[config.mk]
export PLATFORM = sky130hd
export DESIGN_NAME = sin_nco
export DESIGN_NICKNAME = d
export VERILOG_FILES = /design/src/rtl/sin_nco_pkg.sv /design/src/rtl/sin_nco_lut.sv /design/src/rtl/sin_nco.sv
export SDC_FILE = /design/constraint.sdc
export NUM_CORES = 1
export LEC_CHECK = 0
export ABC_AREA = 1
export CAP_MARGIN = 20
export CORE_ASPECT_RATIO = 0.6
export CORE_MARGIN = 4
export CORE_UTILIZATION = 50
export DETAILED_ROUTE_END_ITERATION = 8
export PLACE_DENSITY_LB_ADDON = 0.25
export SYNTH_ARGS = -nofsm -noshare
export SYNTH_HDL_FRONTEND = slang
export SYNTH_SLANG_ARGS = --single-unit
[constraint.sdc]
create_clock -name CLK -period 4.55 [get_ports CLK]
set_input_delay 1.1375 -clock CLK [delete_from_list [all_inputs] [get_ports CLK]]
set_output_delay 1.1375 -clock CLK [all_outputs]
set_load 0.01 [all_outputs]
[src/rtl/sin_nco_pkg.sv]
// sin_nco_pkg
//   Shared definitions for the sine NCO:
//   - quadrant_t      : phase quadrant decoded from the top two phase bits
//   - *_DEF           : default parameter values for sin_nco
//   - lut_entry()     : elaboration-time quarter-wave table generator
package sin_nco_pkg;

   typedef enum logic [1:0] {
      Q0 = 2'd0,
      Q1 = 2'd1,
      Q2 = 2'd2,
      Q3 = 2'd3
   } quadrant_t;

   localparam int OUT_W_DEF      = 16;
   localparam int PHASE_W_DEF    = 32;
   localparam int LUT_ADDR_W_DEF = 8;
   localparam int DIV_DEF        = 1776;

   // round((2^(out_w-1)-1) * sin(pi/2 * (k+0.5) / 2^addr_w)).
   // The sine is a Taylor series (x <= pi/2, error far below one LSB) so the
   // table only needs real add/multiply during constant evaluation.
   function automatic int lut_entry(input int k, input int out_w, input int addr_w);
      real x;
      real x2;
      real term;
      real sum;
      real full;
      x    = 1.5707963267948966 * ($itor(k) + 0.5) / $itor(1 << addr_w);
      x2   = x * x;
      term = x;
      sum  = x;
      for (int n = 1; n < 10; n++) begin
         term = -term * x2 / $itor((2 * n) * (2 * n + 1));
         sum  = sum + term;
      end
      full = $itor((1 << (out_w - 1)) - 1);
      return $rtoi(full * sum + 0.5);
   endfunction

endpackage

[src/rtl/sin_nco_lut.sv]
// sin_quarter_lut
//   Quarter-wave sine magnitude ROM with a registered read. Contents are
//   computed at elaboration from sin_nco_pkg::lut_entry(); every entry is
//   strictly positive, so only OUT_W-1 magnitude bits are stored.
//   Ports:
//     i_clk   : clock
//     i_addr  : table index (already mirrored by the caller for q1/q3)
//     o_data  : unsigned magnitude, valid one cycle after i_addr
module sin_quarter_lut
   import sin_nco_pkg::*;
#(
   parameter int OUT_W      = OUT_W_DEF,
   parameter int LUT_ADDR_W = LUT_ADDR_W_DEF
) (
   input  logic                  i_clk,
   input  logic [LUT_ADDR_W-1:0] i_addr,
   output logic [OUT_W-2:0]      o_data
);

   localparam int N = 1 << LUT_ADDR_W;

   logic [OUT_W-2:0] w_table [N];
   logic [OUT_W-2:0] r_data;

   for (genvar k = 0; k < N; k++) begin : g_tab
      localparam int V = lut_entry(k, OUT_W, LUT_ADDR_W);
      assign w_table[k] = (OUT_W-1)'(V);
   end

   always_ff @(posedge i_clk) begin
      r_data <= w_table[i_addr];
   end

   assign o_data = r_data;

endmodule

[src/rtl/sin_nco.sv]
// sin_nco
//   Numerically controlled sine oscillator. A divider produces one tick every
//   DIV enabled cycles; each tick latches the lookup phase (acc + phase_off)
//   and advances acc by ftw. Three pipeline stages follow the tick: phase
//   latch, quarter-wave table read, sign/mirror (and optional gain).
//   Optional feature: define SIN_NCO_AMPLITUDE_EN to add port amp and scale
//   the output by min(amp, 2^(OUT_W-1)) / 2^(OUT_W-1).
//   Ports:
//     CLK          : clock, all logic on posedge
//     RST          : synchronous active-high reset
//     en           : run enable; freezes divider and accumulator when low
//     ftw          : frequency tuning word, sampled on tick
//     phase_off    : lookup phase offset, sampled on tick
//     amp          : gain, unity = 2^(OUT_W-1) (SIN_NCO_AMPLITUDE_EN only)
//     sample_valid : one-cycle strobe with each new sinOut
//     sinOut       : signed sample, held between strobes
module sin_nco
   import sin_nco_pkg::*;
#(
   parameter int OUT_W      = OUT_W_DEF,
   parameter int PHASE_W    = PHASE_W_DEF,
   parameter int LUT_ADDR_W = LUT_ADDR_W_DEF,
   parameter int DIV        = DIV_DEF
) (
   input  logic                    CLK,
   input  logic                    RST,
   input  logic                    en,
   input  logic [PHASE_W-1:0]      ftw,
   input  logic [PHASE_W-1:0]      phase_off,
`ifdef SIN_NCO_AMPLITUDE_EN
   input  logic [OUT_W-1:0]        amp,
`endif
   output logic                    sample_valid,
   output logic signed [OUT_W-1:0] sinOut
);

   localparam int CNT_W = (DIV > 1) ? $clog2(DIV) : 1;
   localparam logic [CNT_W-1:0] CNT_LAST = CNT_W'(DIV - 1);

   logic [CNT_W-1:0]        r_cnt;
   logic [PHASE_W-1:0]      r_acc;
   logic [LUT_ADDR_W+1:0]   r_phase_top;   // quadrant + index; low phase bits dropped
   logic                    r_v1;
   logic                    r_v2;
   quadrant_t               r_q2;          // quadrant aligned with table output

   logic                    w_tick;
   quadrant_t               w_q1;
   logic [LUT_ADDR_W-1:0]   w_idx;
   logic [LUT_ADDR_W-1:0]   w_addr;
   logic [OUT_W-2:0]        w_lut_data;
   logic signed [OUT_W-1:0] w_mag;
   logic signed [OUT_W-1:0] w_signed;
   logic signed [OUT_W-1:0] w_out;

   assign w_tick = en && (r_cnt == CNT_LAST);
   assign w_q1   = quadrant_t'(r_phase_top[LUT_ADDR_W+1 -: 2]);
   assign w_idx  = r_phase_top[LUT_ADDR_W-1:0];
   // q1/q3 run the quarter wave backwards: ~i == N-1-i
   assign w_addr = (w_q1 == Q1 || w_q1 == Q3) ? ~w_idx : w_idx;

   always_ff @(posedge CLK) begin
      if (RST) begin
         r_cnt       <= '0;
         r_acc       <= '0;
         r_phase_top <= '0;
         r_v1        <= 1'b0;
         r_v2        <= 1'b0;
         r_q2        <= Q0;
      end else begin
         r_v1 <= w_tick;
         r_v2 <= r_v1;
         r_q2 <= w_q1;
         if (en) begin
            r_cnt <= w_tick ? '0 : r_cnt + 1'b1;
         end
         if (w_tick) begin
            r_phase_top <= (LUT_ADDR_W+2)'((r_acc + phase_off) >> (PHASE_W - LUT_ADDR_W - 2));
            r_acc       <= r_acc + ftw;
         end
      end
   end

   sin_quarter_lut #(
      .OUT_W      (OUT_W),
      .LUT_ADDR_W (LUT_ADDR_W)
   ) u_lut (
      .i_clk  (CLK),
      .i_addr (w_addr),
      .o_data (w_lut_data)
   );

   assign w_mag    = signed'({1'b0, w_lut_data});
   assign w_signed = (r_q2 == Q2 || r_q2 == Q3) ? -w_mag : w_mag;

`ifdef SIN_NCO_AMPLITUDE_EN
   localparam logic [OUT_W:0] UNITY = {2'b01, {(OUT_W-1){1'b0}}};

   logic [OUT_W:0]            w_gain;
   logic signed [2*OUT_W:0]   w_prod;

   // Gain is clamped to unity so |result| <= |table value| and fits OUT_W.
   assign w_gain = ({1'b0, amp} > UNITY) ? UNITY : {1'b0, amp};
   assign w_prod = (2*OUT_W+1)'(w_signed) * (2*OUT_W+1)'(signed'(w_gain));
   assign w_out  = OUT_W'(w_prod >>> (OUT_W - 1));
`else
   assign w_out  = w_signed;
`endif

   always_ff @(posedge CLK) begin
      if (RST) begin
         sample_valid <= 1'b0;
         sinOut       <= '0;
      end else begin
         sample_valid <= r_v2;
         if (r_v2) begin
            sinOut <= w_out;
         end
      end
   end

endmodule

==> out/qor.csv <==
metric;value;unit
status;finished clean;
clk slew on worst S/H paths;70;ps
asr flop ratio synth;0;%
vias in the first global route;12454;
Area Overhead vs Synth;13.3;%
GRT Util Overall;38.1;%
DP Area;12300;µm²
crit path time final;3490;ps
Detailed Place HPWL;38400;µm
die height;123;µm
Max IR drop VDD;196;µV
CTS tree;yes;
Setup-failing EPs final;0;
Routed Wire Length;49000;µm
Crit Path Category;register to register;
vias per cell;6.06;
Avg Cell Area, Syn;5.41;µm²
synth warn;0;
initial antenna violation count;2;
relative slew slack;31.7;%
die extent in x;200;µm
#FFs+latches synth;88;
Longest Clk Path Bufs;2;
fmax;287;MHz
GPL Wtd Cong;1.19;
Tcrit/Tclk final;76.7;%
main area contributors after synthesis;nand2_1, dfxtp_1, nand3_1;
top routing layer in use;met5;
Fin. Hold Viols;0;
Placed Cells;2372;
Ports;84;
M1 WL;22200;µm
Power Density;140;nW/µm²
Sink Count;88;
CP Max Fanout;13;
CTS HTree Levels;3;
Post-layout nets;2251;
RR Endpoint;u_lut.o_data[0]$_DFF_P_;
Row Count;41;
postcts setup bufs;0;
Root Buffer;clkbuf_16;
crit path from;r_phase_top[8]$_SDFFE_PP0P_;
count of cell types in the netlist;39;
ANT cells;0;
Final ANT Viol Nets;0;
number of flops mapped to enable cells by yosys;0;
DRC violations left;0;
TritonCTS buffer count;9;
WP data arrival;3690;ps
Post-CTS Hold Buffers;0;
drt first pass iters;8;
area share of the largest cell type after synthesis;24.7;%
port buffer count;83;
Remaining Overflow, GRT;0;
CP Data Required Time;4750;ps
WL met2;16800;µm
initial core utilization;51.8;%
routed via count;14464;
CP Capture Point;u_lut.o_data[0]$_DFF_P_;
Final Skew;9.71;ps
CP Capture Type;register;
met3 WL;9280;µm
DRT iter0 DRCs;2335;
core area;21400;µm²
area of the mapped netlist;11100;µm²
Cells after Synth;2049;
Clock Latency Late Sink;360;ps
FF-to-FF setup slack;1060;ps
maxcap violations;0;
R2R Path Start;r_phase_top[8]$_SDFFE_PP0P_;
non-filler cells, final;2388;
Reg2Reg Depth;13;
Main synth FF type;dfxtp_1;
Die Area;24700;µm²
Sum Neg Setup Slack;0;ps
Lkg Pwr;6.58;nW
drt wl/cell;20.5;µm
Syn Nets;2196;
Worst-Margin Slew;1020;ps
share of layout cells above drive strength 1;3.79;%
fin. max-slew vios;0;
unrepaired setup endpoints after global routing;no;
post-synth top area cell;nand2_1;
HP Class;register to register;
largest net degree at the start of global routing;60;
global-route wire length before repair;73200;µm
Critical Path Source Type;register;
post-synthesis sequential area ratio;15.9;%
Layout Cell Area excl Fill;12600;µm²
cts repair resizes;0;
==> registers in the layout, indices dropped and copies added, names as in the netlist <==
| name | cells |
|---|---|
| r_q2 | 1 |
| sinOut | 16 |
| r_cnt | 11 |
| r_v1 | 1 |
| r_phase_top | 10 |
| u_lut.o_data | 15 |
| r_v2 | 1 |
| r_acc | 32 |
| sample_valid | 1 |
==> worst min-delay path by stage <==
stage | depth (start not counted) | endpoint | start
after floorplan | 2 | r_v2$_SDFF_PP0_ | r_v1$_SDFF_PP0_
after global placement | 2 | r_v2$_SDFF_PP0_ | r_v1$_SDFF_PP0_
after detailed placement | 2 | r_v2$_SDFF_PP0_ | r_v1$_SDFF_PP0_
after CTS | 2 | r_v2$_SDFF_PP0_ | r_v1$_SDFF_PP0_
after global routing | 2 | r_v2$_SDFF_PP0_ | r_v1$_SDFF_PP0_
final | 2 | r_v2$_SDFF_PP0_ | r_v1$_SDFF_PP0_
==> area by class of cell <==
class,count,area (µm²)
clock inverters,6,80.1
well taps,279,349
flip-flops and latches,88,1760
inverters,241,905
multi-input cells,1646,8110
clock buffers,10,229
repair buffers,118,1130
fillers,2172,8830
==> report_power, final <==
| group | leakage (nW) | total, mW | switching, mW | internal (mW) |
|---|---|---|---|---|
| Sequential | 0.709 | 0.772 | 0.00133 | 0.771 |
| Combinational | 5.72 | 0.204 | 0.113 | 0.0915 |
| Clock | 0.146 | 0.787 | 0.352 | 0.435 |
==> cell usage after synthesis, types with 9 or more instances <==
cell type,number
nand3b_1,9
o21bai_1,10
xor2_1,13
nand2_1,731
nor2_1,149
o21ai_0,81
nand3_1,348
nand2_2,9
inv_1,239
dfxtp_1,88
buf_2,31
xnor2_1,19
a21oi_1,118
clkbuf_1,31
ha_1,79
nand4_1,16
nor3_1,17
==> metal layers <==
metal	global-route usage, %	vias to the layer above
met5	0	-
met4	5.16	4
met3	20.4	96
met2	46.9	1104
met1	57.5	6515
li1	-	6745
==> critical path: stages (launching register included) <==
cell,delay (ps)
dfxtp_1,350
buf_4,300
nand2_1,90
nand2_1,310
ha_1,410
nand3_1,510
nand2_1,180
inv_1,90
nor2_1,450
nand2_1,100
nand3_1,110
nand3_1,90
nand3_1,170
nand2_1,160
==> per-stage QoR <==
step                      hold slack [ps]  utilization (%)  setup slack (ps)  total power [mW]
after global routing                  395             58.7              1110              1.82
final                                 392             58.7              1060              1.76
after floorplan                       388                -              1950             0.890
after global placement                395             57.3              1020             0.982
after CTS                             394             58.7              1280              1.76
after detailed placement              393             57.3               918             0.986
==> logic make-up after synthesis <==
kind of cell | count (synthesis) | synth area share [%]
flip-flops | 88 | 15.9
adder cells (fa/ha/maj) | 80 | 9.10
AND/OR/NAND/NOR | 1299 | 49.5
buffers and inverters | 315 | 11.5
XOR/XNOR | 34 | 2.82
AO/OA/AOI/OAI | 233 | 11.2
==> layout by cell type, fill, tap and decap left out, types with 3 or more instances in the layout <==
cell	count
nand2_1	729
nand3_1	348
inv_1	238
nor2_1	149
a21oi_1	118
dfxtp_1	88
clkdlybuf4s50_1	83
o21ai_0	81
ha_1	79
buf_4	32
xnor2_1	19
nor3_1	17
nand4_1	16
nand2_2	11
xor2_1	11
o21bai_1	10
nand3b_1	9
clkbuf_16	9
or2_2	8
o211ai_1	6
o21a_1	5
a31oi_1	4
and2_1	4
inv_2	3
nor4_1	3
buf_12	3
Note: power is estimated with default switching activity, not from simulation.
